**src/rtl/alu_resp_if.sv**
```systemverilog
// Request/response bus between the ALU stimulus side (master) and the ALU responder (slave).
// Two independent valid/ready channels plus a busy indication.
interface alu_resp_if #(
  parameter int WIDTH = 8
) ();
  logic             req_valid;
  logic             req_ready;
  logic [WIDTH-1:0] req_a;
  logic [WIDTH-1:0] req_b;
  logic [3:0]       req_sel;
  logic             rsp_valid;
  logic             rsp_ready;
  logic [WIDTH-1:0] rsp_out;
  logic [WIDTH-1:0] rsp_o;
  logic             busy;

  modport master (
    output req_valid, req_a, req_b, req_sel, rsp_ready,
    input  req_ready, rsp_valid, rsp_out, rsp_o, busy
  );

  modport slave (
    input  req_valid, req_a, req_b, req_sel, rsp_ready,
    output req_ready, rsp_valid, rsp_out, rsp_o, busy
  );
endinterface

```
**src/rtl/alu_resp.sv**
```systemverilog
// Handshaked ALU responder: single-cycle logic/arith ops, iterative MUL (shift-add) and DIV (restoring).
// state | meaning:  IDLE | ready for a request;  CALC | MUL/DIV iterating;  RESP | result presented
module alu_resp #(
  parameter int WIDTH = 8
) (
  input  logic       clk,
  input  logic       rst_n,
  alu_resp_if.slave  bus
);
  localparam int CW = (WIDTH > 1) ? $clog2(WIDTH) : 1;

  typedef enum logic [1:0] {IDLE, CALC, RESP} state_t;

  state_t           state_q, state_d;
  logic [CW-1:0]    cnt_q, cnt_d;
  logic [WIDTH-1:0] hi_q, hi_d;
  logic [WIDTH-1:0] lo_q, lo_d;
  logic [WIDTH-1:0] opnd_q, opnd_d;
  logic             div_q, div_d;
  logic [WIDTH-1:0] out_q, out_d;
  logic [WIDTH-1:0] o_q, o_d;

  logic [WIDTH-1:0] sc_out, sc_o;
  logic             sc_c;
  logic [WIDTH:0]   add_w, sub_w;
  logic [WIDTH:0]   mul_sum, rem_sh, rem_new;
  logic             rem_ge;
  logic [WIDTH-1:0] step_hi, step_lo;

  assign add_w = {1'b0, bus.req_a} + {1'b0, bus.req_b};
  assign sub_w = {1'b0, bus.req_a} - {1'b0, bus.req_b};

  always_comb begin
    sc_out = '0;
    sc_c   = 1'b0;
    case (bus.req_sel)
      4'h0: begin sc_out = add_w[WIDTH-1:0]; sc_c = add_w[WIDTH]; end
      4'h1: begin sc_out = sub_w[WIDTH-1:0]; sc_c = sub_w[WIDTH]; end
      4'h4: sc_out = bus.req_a & bus.req_b;
      4'h5: sc_out = bus.req_a | bus.req_b;
      4'h6: sc_out = bus.req_a ^ bus.req_b;
      4'h7: sc_out = ~(bus.req_a & bus.req_b);
      4'h8: sc_out = ~(bus.req_a | bus.req_b);
      4'h9: sc_out = ~(bus.req_a ^ bus.req_b);
      4'hA: sc_out = bus.req_a << bus.req_b[2:0];
      4'hB: sc_out = bus.req_a >> bus.req_b[2:0];
      4'hC: sc_out = {bus.req_a[WIDTH-2:0], bus.req_a[WIDTH-1]};
      4'hD: sc_out = {bus.req_a[0], bus.req_a[WIDTH-1:1]};
      4'hE: sc_out = WIDTH'(bus.req_a > bus.req_b);
      4'hF: sc_out = bus.req_a;
      default: sc_out = '0;
    endcase
    sc_o    = '0;
    sc_o[1] = (sc_out == '0);
    sc_o[0] = sc_c;
  end

  // One iteration of MUL ({hi,lo} product, lo starts as B) or DIV (hi remainder, lo quotient).
  // A zero divisor always "fits", giving all-ones quotient and remainder A with no special case.
  always_comb begin
    mul_sum = {1'b0, hi_q} + (lo_q[0] ? {1'b0, opnd_q} : '0);
    rem_sh  = {hi_q, lo_q[WIDTH-1]};
    rem_ge  = (rem_sh >= {1'b0, opnd_q});
    rem_new = rem_ge ? (rem_sh - {1'b0, opnd_q}) : rem_sh;
    if (div_q) begin
      step_hi = rem_new[WIDTH-1:0];
      step_lo = {lo_q[WIDTH-2:0], rem_ge};
    end else begin
      step_hi = mul_sum[WIDTH:1];
      step_lo = {mul_sum[0], lo_q[WIDTH-1:1]};
    end
  end

  always_comb begin
    state_d = state_q;
    cnt_d   = cnt_q;
    hi_d    = hi_q;
    lo_d    = lo_q;
    opnd_d  = opnd_q;
    div_d   = div_q;
    out_d   = out_q;
    o_d     = o_q;
    case (state_q)
      IDLE: begin
        if (bus.req_valid) begin
          if (bus.req_sel == 4'h2 || bus.req_sel == 4'h3) begin
            state_d = CALC;
            cnt_d   = '0;
            div_d   = bus.req_sel[0];
            hi_d    = '0;
            opnd_d  = bus.req_sel[0] ? bus.req_b : bus.req_a;
            lo_d    = bus.req_sel[0] ? bus.req_a : bus.req_b;
          end else begin
            state_d = RESP;
            out_d   = sc_out;
            o_d     = sc_o;
          end
        end
      end
      CALC: begin
        hi_d  = step_hi;
        lo_d  = step_lo;
        cnt_d = cnt_q + CW'(1);
        if (cnt_q == CW'(WIDTH - 1)) begin
          state_d = RESP;
          cnt_d   = '0;
          out_d   = step_lo;
          o_d     = step_hi;
        end
      end
      RESP: begin
        if (bus.rsp_ready) state_d = IDLE;
      end
      default: state_d = IDLE;
    endcase
  end

  always_ff @(posedge clk or negedge rst_n) begin
    if (!rst_n) begin
      state_q <= IDLE;
      cnt_q   <= '0;
      hi_q    <= '0;
      lo_q    <= '0;
      opnd_q  <= '0;
      div_q   <= 1'b0;
      out_q   <= '0;
      o_q     <= '0;
    end else begin
      state_q <= state_d;
      cnt_q   <= cnt_d;
      hi_q    <= hi_d;
      lo_q    <= lo_d;
      opnd_q  <= opnd_d;
      div_q   <= div_d;
      out_q   <= out_d;
      o_q     <= o_d;
    end
  end

  assign bus.req_ready = (state_q == IDLE);
  assign bus.rsp_valid = (state_q == RESP);
  assign bus.busy      = (state_q != IDLE);
  assign bus.rsp_out   = out_q;
  assign bus.rsp_o     = o_q;
endmodule

```
**src/flat_wrapper.sv**
```systemverilog
// flat-port wrapper written by rule: the top's interface ports become plain ports
module alu_resp_flat 
#(
  parameter int WIDTH = 8
)
  (clk, rst_n, bus_req_valid, bus_req_a, bus_req_b, bus_req_sel, bus_rsp_ready, bus_req_ready, bus_rsp_valid, bus_rsp_out, bus_rsp_o, bus_busy);
  alu_resp_if #(.WIDTH(WIDTH)) bus_i ();
  input  logic clk;
  input  logic rst_n;
  input wire logic [$bits(bus_i.req_valid)-1:0] bus_req_valid;
  input wire logic [$bits(bus_i.req_a)-1:0] bus_req_a;
  input wire logic [$bits(bus_i.req_b)-1:0] bus_req_b;
  input wire logic [$bits(bus_i.req_sel)-1:0] bus_req_sel;
  input wire logic [$bits(bus_i.rsp_ready)-1:0] bus_rsp_ready;
  output wire logic [$bits(bus_i.req_ready)-1:0] bus_req_ready;
  output wire logic [$bits(bus_i.rsp_valid)-1:0] bus_rsp_valid;
  output wire logic [$bits(bus_i.rsp_out)-1:0] bus_rsp_out;
  output wire logic [$bits(bus_i.rsp_o)-1:0] bus_rsp_o;
  output wire logic [$bits(bus_i.busy)-1:0] bus_busy;
  assign bus_i.req_valid = bus_req_valid;
  assign bus_i.req_a = bus_req_a;
  assign bus_i.req_b = bus_req_b;
  assign bus_i.req_sel = bus_req_sel;
  assign bus_i.rsp_ready = bus_rsp_ready;
  assign bus_req_ready = bus_i.req_ready;
  assign bus_rsp_valid = bus_i.rsp_valid;
  assign bus_rsp_out = bus_i.rsp_out;
  assign bus_rsp_o = bus_i.rsp_o;
  assign bus_busy = bus_i.busy;
  alu_resp #(.WIDTH(WIDTH)) u_core (.clk(clk), .rst_n(rst_n), .bus(bus_i));
endmodule
```
**config.mk**
```make
export PLATFORM = sky130hd
export DESIGN_NAME = alu_resp_flat
export DESIGN_NICKNAME = d
export VERILOG_FILES = /design/src/rtl/alu_resp_if.sv /design/src/rtl/alu_resp.sv /design/src/flat_wrapper.sv
export SDC_FILE = /design/constraint.sdc
export NUM_CORES = 1
export LEC_CHECK = 0
export ABC_AREA = 1
export CORE_ASPECT_RATIO = 0.6
export CORE_MARGIN = 5
export CORE_UTILIZATION = 43
export CTS_CLUSTER_DIAMETER = 120
export CTS_CLUSTER_SIZE = 16
export DETAILED_ROUTE_END_ITERATION = 10
export PLACE_DENSITY = 0.74
export REMOVE_ABC_BUFFERS = 1
export SLEW_MARGIN = 20
export SYNTH_ARGS = -nofsm -noshare
export SYNTH_HDL_FRONTEND = slang
export SYNTH_SLANG_ARGS = --single-unit
```
**constraint.sdc**
```tcl
create_clock -name clk -period 4.5 [get_ports clk]
set_clock_uncertainty 0.2 [all_clocks]
set_input_delay 0.675 -clock clk [delete_from_list [all_inputs] [get_ports clk]]
set_output_delay 0.675 -clock clk [all_outputs]
set_load 0.02 [all_outputs]
```
Word-level counts from Yosys, hierarchy flattened:

Index checks and enable logic that the tools add are counted.

* input port bits: 24
* register bits after elaboration: 46
* word-level logic and storage cells: 87
* memories kept: 0
* memory bits (read-only): 0
* bits in writable memories: 0
* latch bits: 0

* divide/modulo/power cells: 0
* shift-type cells: 2
* mux-type cells: 31
* magnitude comparators: 2
* multipliers: 0
* equality and inequality tests: 23
* add/sub/neg operators: 5
* bitwise gates (word level): 6
* reductions and logical operators: 10

Operators by type and width (count)
* $mux 8: 16
* $pmux 8 s14: 1
* $pmux 8 s2: 4
* $eq 4x4->1 const B: 8
* $not 8->8: 3
* $add 8x8->9: 2
* $eq 4x3->1 const B: 4
* $ge 9x8->1: 1
* $mux 3: 3
* $reduce_and 3->1: 3
* $sub 8x8->9: 1
* $and 8x8->8: 1
* $eq 4x2->1 const B: 2
* $gt 8x8->1: 1
* $logic_not 8->1: 1
* $mux 2: 4
* $or 8x8->8: 1
* $shl 8x3->8: 1
* $shr 8x3->8: 1
* $sub 8x8->8: 1
* $xor 8x8->8: 1
* $ne 2x2->1 const B: 3
* $pmux 2 s3: 1
* $pmux 3 s2: 1
* other kinds (12): 14

Longest topological paths before layout:

* depth after elaboration: 7
* gate-level depth with buffers: 18

Least setup slack after synthesis:

Ideal clock, no wire load.

* path kind: input-to-reg
* start point: in bus_req_b[1]
* end point: reg u_core.o_q[1] (netlist: u_core.bus.rsp_o[1])
* data arrival time: 2326 ps
* required time: 4229 ps
* slack: 1902 ps
* setup time: 71 ps
* stages on the path: 13
* path through: inv_2 buf_2 fa_1 or2_2 nand3_1 nand3_1 nor2_1 nand3_1 nor2_1 nand3_1 nor2_1 nor2_1 nor2_1

* longest elaborated chain between the ends: 7

RTL lines
* start: declaration: line flat_wrapper.sv:12 `input wire logic [$bits(bus_i.req_b)-1:0] bus_req_b;`
* parallel branches: the longest is 2 deep, another holds $sub 8x8->9
* $pmux 8 s14 *: line alu_resp.sv:36 `case (bus.req_sel)`
* $logic_not 8->1 *: line alu_resp.sv:54 `sc_o[1] = (sc_out == '0);`
* $mux 8 *: line alu_resp.sv:86 `if (bus.req_sel == 4'h2 || bus.req_sel == 4'h3) begin`
* $mux 8 *: line alu_resp.sv:85 `if (bus.req_valid) begin`
* $pmux 8 s2 *: line alu_resp.sv:83 `case (state_q)`
* end signal: assignment: line alu_resp.sv:127 `o_q <= '0;`
* end signal: assignment: line alu_resp.sv:136 `o_q <= o_d;`
* end: declaration: line alu_resp.sv:21 `logic [WIDTH-1:0] o_q, o_d;`

Mark *: on every way between the ends. The select of a mux whose other input is x is not followed.
A chain may end at the register's enable or synchronous reset.

Final worst setup path:

* start point: in bus_req_b[2]
* end point: reg u_core.o_q[1] (netlist: u_core.bus.rsp_o[1])

The elaborated chain is that of the path after synthesis.

==> impl_metrics.json <==
{
  "run_status": "finished clean",
  "synthToLayoutAreaGrowth_pct": 14.9,
  "grt_use_total_pct": 26.7,
  "final_antenna_net_count": 0,
  "insertion_delay_ps": 290,
  "fmax_ghz": 0.279,
  "post-route-min-period_ps": 3580,
  "first_pass_iters": 8,
  "die_w_um": 152,
  "cap_viol_max_count": 0,
  "min_path_type": "input port to asynchronous set/reset pin",
  "cp-end-kind": "flip-flop",
  "grt_overflow": 0,
  "grt_max_degree": 47,
  "start_util_pct": 43.6,
  "leakage_nw": 3.12,
  "crit_buf_inv": 3,
  "yosysUniqueCellTypes": 37,
  "seq_area_frac_synth_pct": 22.0,
  "slew_headroom_pct": 50.3,
  "tightestPinTransition_ps": 742,
  "critical_path.slowest_cell": "clkdlybuf4s50_1",
  "clockRootBuffer": "clkbuf_16",
  "regArea_sq_mm": 0.00115,
  "die_y_um": 95.4,
  "worstPathCellList": "clkdlybuf4s50_1 > inv_1 > ha_1 > inv_1 > nand2_1 > nand2_1 > nand2_1 > nand2_1 > nand2_1 > nand3_1 > nand2_1 > nand3_1 > nor2_1 > nand3_1 > nor2_1 > nor2_1 > nor2_1",
  "post-route-util_pct": 50.2,
  "rsz0062_at_grt": "no",
  "wl_per_cell_um": 18.2,
  "syn_avg_cell_area_sq_um": 6.00,
  "timing.setup.tns_ps": 0,
  "nFillCells": 1235,
  "slew_viol_final": 0,
  "synth_top_cells_by_count": "nand2_1, inv_1, nor2_1",
  "cp.arrival_ps": 3610,
  "cts_tree": "done",
  "min_period_over_period_pct": 79.5,
  "drtIter0Drc": 874,
  "die-area_sq_mm": 0.0145,
  "synth_top_area_share_pct": 22.0,
  "num_antenna_cells": 0,
  "synth_top_area_cell": "dfrtp_1",
  "startpoint_type": "input port",
  "grt_pass1_wl_mm": 30.2,
  "syn_area_sq_mm": 0.00523,
  "synthTopCellsByArea": "dfrtp_1, nand2_1, ha_1",
  "num_rows": 31,
  "crit_family": "simple AND/OR/NAND/NOR gates",
  "yosysWarnings": 0,
  "h-tree-depth": 2,
  "fin_cells": 1075,
  "setup-violations-final": 0,
  "cpMostUsedCell": "nand2_1",
  "ir_drop_v": 0.000354,
  "syn_inst": 871,
  "antenna_found_initial": 0,
  "placedCellCount": 1067,
  "cts_setup_buffers": 0,
  "vias_per_cell": 5.69,
  "synthArstFlopShare_pct": 100,
  "synth-seq-cells": 46,
  "drive_gt1_share_pct": 4.62,
  "timing.final.ws_setup_ps": 921,
  "grt_pass1_vias": 5380,
  "synth_top_flop_cell": "dfrtp_1",
  "dp_hpwl_mm": 15.1,
  "nets": 980,
  "io_pins": 43,
  "drc": 0,
  "critical_path_peak_fanout": 9,
  "worstSetupPathType": "input port to flip-flop",
  "clock_sinks": 46,
  "power.density_mw_per_mm2": 520,
  "holdBufCountCts": 0,
  "yosysMostFrequentCell": "nand2_1",
  "portBuffers": 42,
  "hold_violations": 0,
  "critical_path_required_ps": 4530,
  "routabilityCongestion": 1.04,
  "wl_mm": 19.5,
  "core_area_sq_mm": 0.0120,
  "synth_edf_count": 0,
  "reg2reg_slack_ps": 1630,
  "path_clk_slew_ps": 70,
  "cts_buffers": 5,
  "dr_total_vias": 6113,
  "cts_buffer_depth": 2,
  "pre_cts_ws_ps": 773,
  "cts_resized": 0,
  "max_stage_delay_ps": 720,
  "multiInputGateArea_sq_mm": 0.00354
}
==> power by group <==
group	switching, W	leakage [nW]	internal [W]
Combinational	0.00120	2.48	0.000727
Clock	0.000161	0.0771	0.000262
Sequential	0.000176	0.568	0.000597
==> stage by stage <==
step           total power, W  instance area (sq um)  hold WS (ps)
2_1_floorplan         0.00201                   5110           179
3_3_place_gp          0.00260                   5840           268
3_5_place_dp          0.00262                   5840           272
4_1_cts               0.00308                   6010           288
5_1_grt               0.00340                   6010           229
6_report              0.00312                   6010           181
==> final timing paths <==
check,cells after the start,to,start
hold reg to reg,2,u_core.bus.rsp_o[7]$_DFFE_PN0P_,u_core.bus.rsp_o[7]$_DFFE_PN0P_
max in group asynchronous,1,u_core.bus.rsp_o[3]$_DFFE_PN0P_,rst_n
hold / removal,1,u_core.bus.rsp_o[5]$_DFFE_PN0P_,rst_n
setup reg to reg,15,u_core.bus.rsp_o[5]$_DFFE_PN0P_,u_core.lo_q[0]$_DFFE_PN0P_
min in group clk,2,u_core.bus.rsp_o[7]$_DFFE_PN0P_,u_core.bus.rsp_o[7]$_DFFE_PN0P_
setup / recovery,17,u_core.bus.rsp_o[1]$_DFFE_PN0P_,bus_req_b[2]
==> metal layers <==
layer / wire length, um / track usage (%) / vias to the layer above
met5: 0 / 0 / -
met4: 170 / 2.77 / 0
met3: 3600 / 14.5 / 25
met2: 6490 / 31.2 / 413
met1: 9270 / 41.9 / 2770
li1: - / - / 2905
==> worst register-to-register path: cells and delay by family (launching register included) <==
kind | cells | cell delay [ps]
buffers and inverters | 3 | 250
DFF | 1 | 580
AOI/OAI and AO/OA | 2 | 230
and+or+nand+nor | 7 | 790
xor gates and xnor gates | 1 | 150
adders and majority gates | 2 | 630
==> cell usage in the layout, fill, tap and decap left out, types with 2 or more instances in the layout <==
cell	synthesis	layout
nand2_1	265	265
inv_1	104	104
nor2_1	100	100
nand3_1	90	90
o21ai_0	61	61
dfrtp_1	46	46
ha_1	43	43
a21oi_1	42	42
clkdlybuf4s50_1	0	41
buf_4	2	16
o211ai_1	12	12
nand4_1	10	10
a31oi_1	7	7
or2_2	5	5
o21ai_1	5	5
a21boi_0	5	5
inv_2	5	5
clkbuf_16	0	5
xor2_1	4	4
nor2_2	4	4
nand3b_1	4	4
xnor2_1	4	4
fa_1	4	4
nand2_2	3	3
o22ai_1	3	3
a2bb2oi_1	2	2
a22o_1	2	2
clkinv_1	2	2
o21bai_1	2	2
nor3_1	2	2
nor3_2	2	2
o2111ai_1	2	2
==> kinds of logic (layout without fill, tap and decap cells) <==
logic type / after synthesis / in the layout / share of synthesized area (%)
simple gates: 487 / 487 / 38.8
compound gates: 146 / 146 / 15.7
buf+inv: 137 / 176 / 10.3
fa+ha+maj: 47 / 47 / 11.8
flops: 46 / 46 / 22.0
xor+xnor: 8 / 8 / 1.34
==> sequential cells by signal, summed over array words and instances (netlist names) <==
register and cells:
u_core.div_q 1, u_core.bus.rsp_out 8, u_core.state_q 2, u_core.opnd_q 8
u_core.lo_q 8, u_core.cnt_q 3, u_core.hi_q 8, u_core.bus.rsp_o 8
==> cell type report <==
type	count	share of cell area [%]
clock buffers	6	2.14
well taps	165	3.43
clock inverters	2	0.624
flip-flops and latches	46	19.2
inverters	111	6.93
repair buffers	57	8.83
multi-input cells	688	58.9
Power figures use the tool's default switching activity.
